[src/rtl/serial_add_seq.sv]
// serial_add_seq: bit-serial sequencer for an external 1-bit full-adder cell.
// Operands are accepted on a valid/ready handshake. The adder is fed one bit
// pair per clock, LSB first, and its carry is chained back each cycle. The
// assembled sum and final carry are then offered on a valid/ready output.
// Optional macro SERIAL_ADD_SEQ_SUB_EN adds an in_sub port for a - b.
module serial_add_seq #(
    parameter int WIDTH = 8
) (
    input  logic             clk,
    input  logic             rst,
    input  logic             in_valid,
    output logic             in_ready,
    input  logic [WIDTH-1:0] in_a,
    input  logic [WIDTH-1:0] in_b,
    input  logic             in_cin,
`ifdef SERIAL_ADD_SEQ_SUB_EN
    input  logic             in_sub,
`endif
    output logic             fa_x,
    output logic             fa_y,
    output logic             fa_cin,
    input  logic             fa_sum,
    input  logic             fa_cout,
    output logic             out_valid,
    input  logic             out_ready,
    output logic [WIDTH-1:0] out_sum,
    output logic             out_cout,
    output logic             busy
);

    localparam int CW = $clog2(WIDTH + 1);

    typedef enum logic [1:0] {S_IDLE, S_RUN, S_DONE} state_t;

    state_t           state, state_nxt;
    logic [WIDTH-1:0] a_sh, b_sh, res_sh;
    logic             carry;
    logic [CW-1:0]    cnt;
    logic [WIDTH-1:0] out_sum_r;
    logic             out_cout_r;

    logic [WIDTH-1:0] b_load;
    logic             c_load;
    logic             last_bit;
    logic [WIDTH:0]   res_cat;
    logic [WIDTH-1:0] res_next;

    // Operand preparation: subtraction is a + ~b + 1 through the same cell.
`ifdef SERIAL_ADD_SEQ_SUB_EN
    assign b_load = in_sub ? ~in_b : in_b;
    assign c_load = in_sub ? 1'b1  : in_cin;
`else
    assign b_load = in_b;
    assign c_load = in_cin;
`endif

    // New sum bit enters at the MSB. The shift form also works for WIDTH=1.
    assign res_cat  = {fa_sum, res_sh} >> 1;
    assign res_next = res_cat[WIDTH-1:0];
    assign last_bit = (cnt == CW'(WIDTH - 1));

    // State register
    always_ff @(posedge clk) begin
        if (rst) state <= S_IDLE;
        else     state <= state_nxt;
    end

    // Next-state and handshake/adder outputs; adder inputs come only from registers
    always_comb begin
        state_nxt = state;
        in_ready  = 1'b0;
        out_valid = 1'b0;
        busy      = 1'b0;
        fa_x      = 1'b0;
        fa_y      = 1'b0;
        fa_cin    = 1'b0;
        unique case (state)
            S_IDLE: begin
                in_ready = 1'b1;
                if (in_valid) state_nxt = S_RUN;
            end
            S_RUN: begin
                busy   = 1'b1;
                fa_x   = a_sh[0];
                fa_y   = b_sh[0];
                fa_cin = carry;
                if (last_bit) state_nxt = S_DONE;
            end
            S_DONE: begin
                busy      = 1'b1;
                out_valid = 1'b1;
                if (out_ready) state_nxt = S_IDLE;
            end
            default: state_nxt = S_IDLE;
        endcase
    end

    // Datapath: operand/result shifters, carry chain, bit counter, result hold
    always_ff @(posedge clk) begin
        if (rst) begin
            a_sh       <= '0;
            b_sh       <= '0;
            res_sh     <= '0;
            carry      <= 1'b0;
            cnt        <= '0;
            out_sum_r  <= '0;
            out_cout_r <= 1'b0;
        end else begin
            case (state)
                S_IDLE: begin
                    if (in_valid) begin
                        a_sh   <= in_a;
                        b_sh   <= b_load;
                        carry  <= c_load;
                        res_sh <= '0;
                        cnt    <= '0;
                    end
                end
                S_RUN: begin
                    res_sh <= res_next;
                    carry  <= fa_cout;
                    a_sh   <= a_sh >> 1;
                    b_sh   <= b_sh >> 1;
                    cnt    <= cnt + CW'(1);
                    if (last_bit) begin
                        out_sum_r  <= res_next;
                        out_cout_r <= fa_cout;
                    end
                end
                default: ;
            endcase
        end
    end

    assign out_sum  = out_sum_r;
    assign out_cout = out_cout_r;

endmodule

[config.mk]
export PLATFORM = sky130hd
export DESIGN_NAME = serial_add_seq
export DESIGN_NICKNAME = d
export VERILOG_FILES = /design/src/rtl/serial_add_seq.sv
export SDC_FILE = /design/constraint.sdc
export NUM_CORES = 1
export LEC_CHECK = 0
export BUFFER_PORTS_ARGS = -buffer_cell sky130_fd_sc_hd__buf_4
export CORE_ASPECT_RATIO = 2
export CORE_MARGIN = 2
export CORE_UTILIZATION = 56
export CTS_CLUSTER_DIAMETER = 150
export DETAILED_ROUTE_END_ITERATION = 8
export GPL_TIMING_DRIVEN = 0
export PLACE_DENSITY = 0.85
export SYNTH_ARGS = -nofsm -noshare
export SYNTH_HDL_FRONTEND = slang
export SYNTH_SLANG_ARGS = --single-unit
[constraint.sdc]
create_clock -name clk -period 4.3 [get_ports clk]
set_input_delay 0.645 -clock clk [delete_from_list [all_inputs] [get_ports clk]]
set_output_delay 0.645 -clock clk [all_outputs]
set_load 0.05 [all_outputs]
==> implementation parameters <==
Parameter                              Value

Power
  Clock network fraction of total power ... 27.5%
  Switching power ... 0.257 mW
  Internal power consumption ... 0.599 mW
  Logic gate share of total power ... 24.6%
  Leakage component of the power ... 0.849 nW
  Peak supply drop ... 325 µV
  Part of the power in registers ... 47.9%
  Power, Total ... 0.855 mW
  Fraction of power spent switching nets ... 30.0%
  Power per cell area ... 414 nW/µm²

Synth
  Number of distinct library cells after synthesis ... 28
  Number of warnings reported in the yosys synthesis log ... 0
  Synth Cell Area ... 1680 µm²
  Syn avg cell area ... 9.13 µm²
  Share of Yosys cell area claimed by the top area cell type ... 46.5%
  Leading post-synthesis cells by cell area ... sky130_fd_sc_hd__dfxtp_1 (46%), sky130_fd_sc_hd__mux2i_1 (10%), sky130_fd_sc_hd__a211oi_1 (7.2%)
  Synth Net Count ... 211
  Register bit total from synthesis ... 39
  Cell type with the largest total area after synthesis ... sky130_fd_sc_hd__dfxtp_1
  Number of standard cells after synthesis ... 184
  Share of the yosys chip area belonging to registers ... 46.5%

Global routing
  Global-route wire length before repair ... 5.81 mm
  Overflow left after global routing ... 0
  Layer with the highest usage after global routing ... met2
  Met2 Resource Use GR ... 41.1%
  GR met3 Demand/Resource ... 6.81%
  Initial antenna violation count ... 0
  Vias in the first global route ... 1400
  GRT Overall Usage ... 21.9%
  Largest net degree at the start of global routing ... 12
  Global-route met1 utilization ... 21.7%

Drt
  First-pass iteration count of the detailed router ... 4
  Detail-routed net length per standard cell ... 13.7 µm
  Via Count ... 1442
  Number of remaining DRC errors ... 0
  Residual antenna-violating net count after detailed routing ... 0
  Total Wirelength ... 3.52 mm
  Drt initial violations ... 24
  Via density ... 5.59

CTS
  Clock latency on the worst-skew pair ... 290 ps
  Clock root cell ... sky130_fd_sc_hd__clkbuf_8
  Hold Buf Count CTS ... 0
  Clock buffer depth ... 2
  Clock buffers created by TritonCTS ... 5
  Clock slew at reported path FFs ... 70 ps
  H-tree levels ... 2
  Cts repair resizes ... 0
  CTS tree ... yes
  Clock net sink count ... 39
  Setup fix buffers added after clock tree synthesis ... 0

Floorplan
  Total I/O pin count ... 38
  Die outline area ... 3480 µm²
  Height of the chip ... 81.4 µm
  Standard cell core area ... 2910 µm²
  Site row count ... 28
  Die Wd ... 42.7 µm
  Initial core utilization ... 57.7%

Run status
  Result of the run ... completed

STA
  Setup repair after global routing missed its margin ... false
  Count of pins over their slew limit ... 0
  Total of endpoints with negative setup slack in the final report ... 0
  Final hold violation count ... 0
  Max-slew headroom at the worst pin ... 69.9%
  Time the final worst path needs with I/O delays and setup ... 2300 ps
  Worst clock skew ... 7.10 ps
  Final TNS setup ... 0 ps
  Achievable frequency ... 0.435 GHz
  Share of the clock period used by the worst path after layout ... 53.4%
  Pin slew with the least headroom to its limit ... 452 ps

Placement
  Port Buf Inserts ... 36
  Final weighted congestion of routability-driven global placement ... 0.883
  Placed wire-length estimate after detailed placement ... 2.62 mm

Cells and area
  Final-layout fill cell count ... 242
  Area growth, synth to finish ... 23.2%
  Number of nets in the final layout ... 254
  Area taken by multi-input logic gates ... 800 µm²
  Area occupied by registers ... 781 µm²
  Diodes inserted ... 0
  Share of cells above drive strength 1 ... 24.1%

Worst setup path
  Critical-path maximum fanout ... 10
  Number of buffers and inverters on the critical path ... 4
  CP Data Arrival Time ... 1650 ps
  Largest stage delay on the critical path ... 390 ps
  Critical Path Slowest Stage Cell ... sky130_fd_sc_hd__dfxtp_1
  Required @ worst endpoint ... 3650 ps
  Cells along the critical path ... inv_1 -> ha_1 -> clkbuf_8 -> buf_2 -> and2_1 -> buf_4
  Kind of cell with the highest combined delay on the critical path ... buffers and inverters
  Kind of critical path ... flop to primary output
  Element type at the critical path end ... primary output
  CP startpoint kind ... flop

Min path
  Hold crit path type ... flop to flop

Run
  Maximum Capacitance Violations ... 0
[state kept, by name (all words and copies together), names as in the netlist]
name	cells
a_sh	8
b_sh	8
carry	1
cnt	4
out_cout	1
out_sum	8
res_sh	7
state	2
[power groups by stage]
stage | clock, mW | combinational [mW] | sequential (mW)
5_1_grt | 0.253 | 0.234 | 0.414
6_report | 0.235 | 0.211 | 0.410
3_5_place_dp | 0 | 0.212 | 0.418
2_1_floorplan | 0 | 0.162 | 0.413
3_3_place_gp | 0 | 0.209 | 0.417
4_1_cts | 0.239 | 0.213 | 0.410
[synth_stat cells]
master	count
sky130_fd_sc_hd__mux2i_1	17
sky130_fd_sc_hd__nor2_1	26
sky130_fd_sc_hd__inv_1	4
sky130_fd_sc_hd__nor2b_4	1
sky130_fd_sc_hd__buf_4	2
sky130_fd_sc_hd__a22oi_1	8
sky130_fd_sc_hd__nand3b_1	1
sky130_fd_sc_hd__nor2_2	2
sky130_fd_sc_hd__nor2b_1	1
sky130_fd_sc_hd__nand3_1	3
sky130_fd_sc_hd__buf_6	2
sky130_fd_sc_hd__clkbuf_8	1
sky130_fd_sc_hd__ha_1	4
sky130_fd_sc_hd__and2_1	4
sky130_fd_sc_hd__clkbuf_1	4
sky130_fd_sc_hd__a21oi_1	15
sky130_fd_sc_hd__dfxtp_1	39
sky130_fd_sc_hd__or2_4	1
sky130_fd_sc_hd__buf_2	2
sky130_fd_sc_hd__nor3b_1	1
sky130_fd_sc_hd__nor2_4	1
sky130_fd_sc_hd__a211oi_1	16
sky130_fd_sc_hd__and3b_1	1
sky130_fd_sc_hd__nor3_1	1
sky130_fd_sc_hd__a221oi_1	1
sky130_fd_sc_hd__clkbuf_4	1
sky130_fd_sc_hd__o21ai_0	2
sky130_fd_sc_hd__nand2_1	23
[metrics by stage]
step	setup WS (ps)	hold WS (ps)	instances	area [µm²]	utilization, %
final	2000	459	258	2070	71.1
after CTS	2000	461	258	2070	71.1
after global placement	2350	439	250	1990	68.3
after detailed placement	2330	450	250	1990	68.3
after floorplan	2380	432	184	1680	-
after global routing	1920	479	258	2070	71.1
[tightest hold or removal path: cells and delay by family (launching register included)]
family	cells	cell delay, ps
DFF	1	310
and+or+nand+nor	1	50
AOI/OAI and AO/OA	1	50
[cell type report]
type | count | share of cell area [%]
Buffer | 12 | 4.05
Sequential cell | 39 | 37.7
Clock buffer | 7 | 3.69
Multi-Input combinational cell | 129 | 38.7
Timing Repair Buffer | 36 | 13.1
Clock inverter | 1 | 0.242
Tap cell | 30 | 1.81
Inverter | 4 | 0.726
[metal layers]
layer	wire length (µm)	vias up
met4	53	0
met1	1320	676
met5	0	-
met2	1980	37
li1	-	723
met3	170	6
[final timing paths]
kind	startpoint	to	slack, ps	depth (start not counted)
setup / recovery	state[1]	fa_cin	2000	6
hold / removal	b_sh[7]	b_sh[7]	460	2
setup reg to reg	state[1]	res_sh[6]	2550	8
hold reg to reg	b_sh[7]	b_sh[7]	460	2
[placed cells by master, fill, tap and decap left out, types with 3 or more instances in the layout]
cell type	instances
sky130_fd_sc_hd__dfxtp_1	39
sky130_fd_sc_hd__buf_4	38
sky130_fd_sc_hd__nor2_1	26
sky130_fd_sc_hd__nand2_1	23
sky130_fd_sc_hd__mux2i_1	17
sky130_fd_sc_hd__a211oi_1	16
sky130_fd_sc_hd__a21oi_1	15
sky130_fd_sc_hd__a22oi_1	8
sky130_fd_sc_hd__clkbuf_8	6
sky130_fd_sc_hd__clkbuf_1	6
sky130_fd_sc_hd__inv_1	4
sky130_fd_sc_hd__and2_1	4
sky130_fd_sc_hd__ha_1	4
sky130_fd_sc_hd__nand3_1	3
[cell families after synthesis]
family / count (synthesis) / share of synthesized area [%]
AO/OA/AOI/OAI: 42 / 16.3
adder cells (fa/ha/maj): 4 / 2.98
buffers and inverters: 16 / 5.89
flip-flops: 39 / 46.5
multiplexers: 17 / 10.1
AND/OR/NAND/NOR: 66 / 18.2
Power figures use the tool's default switching activity.
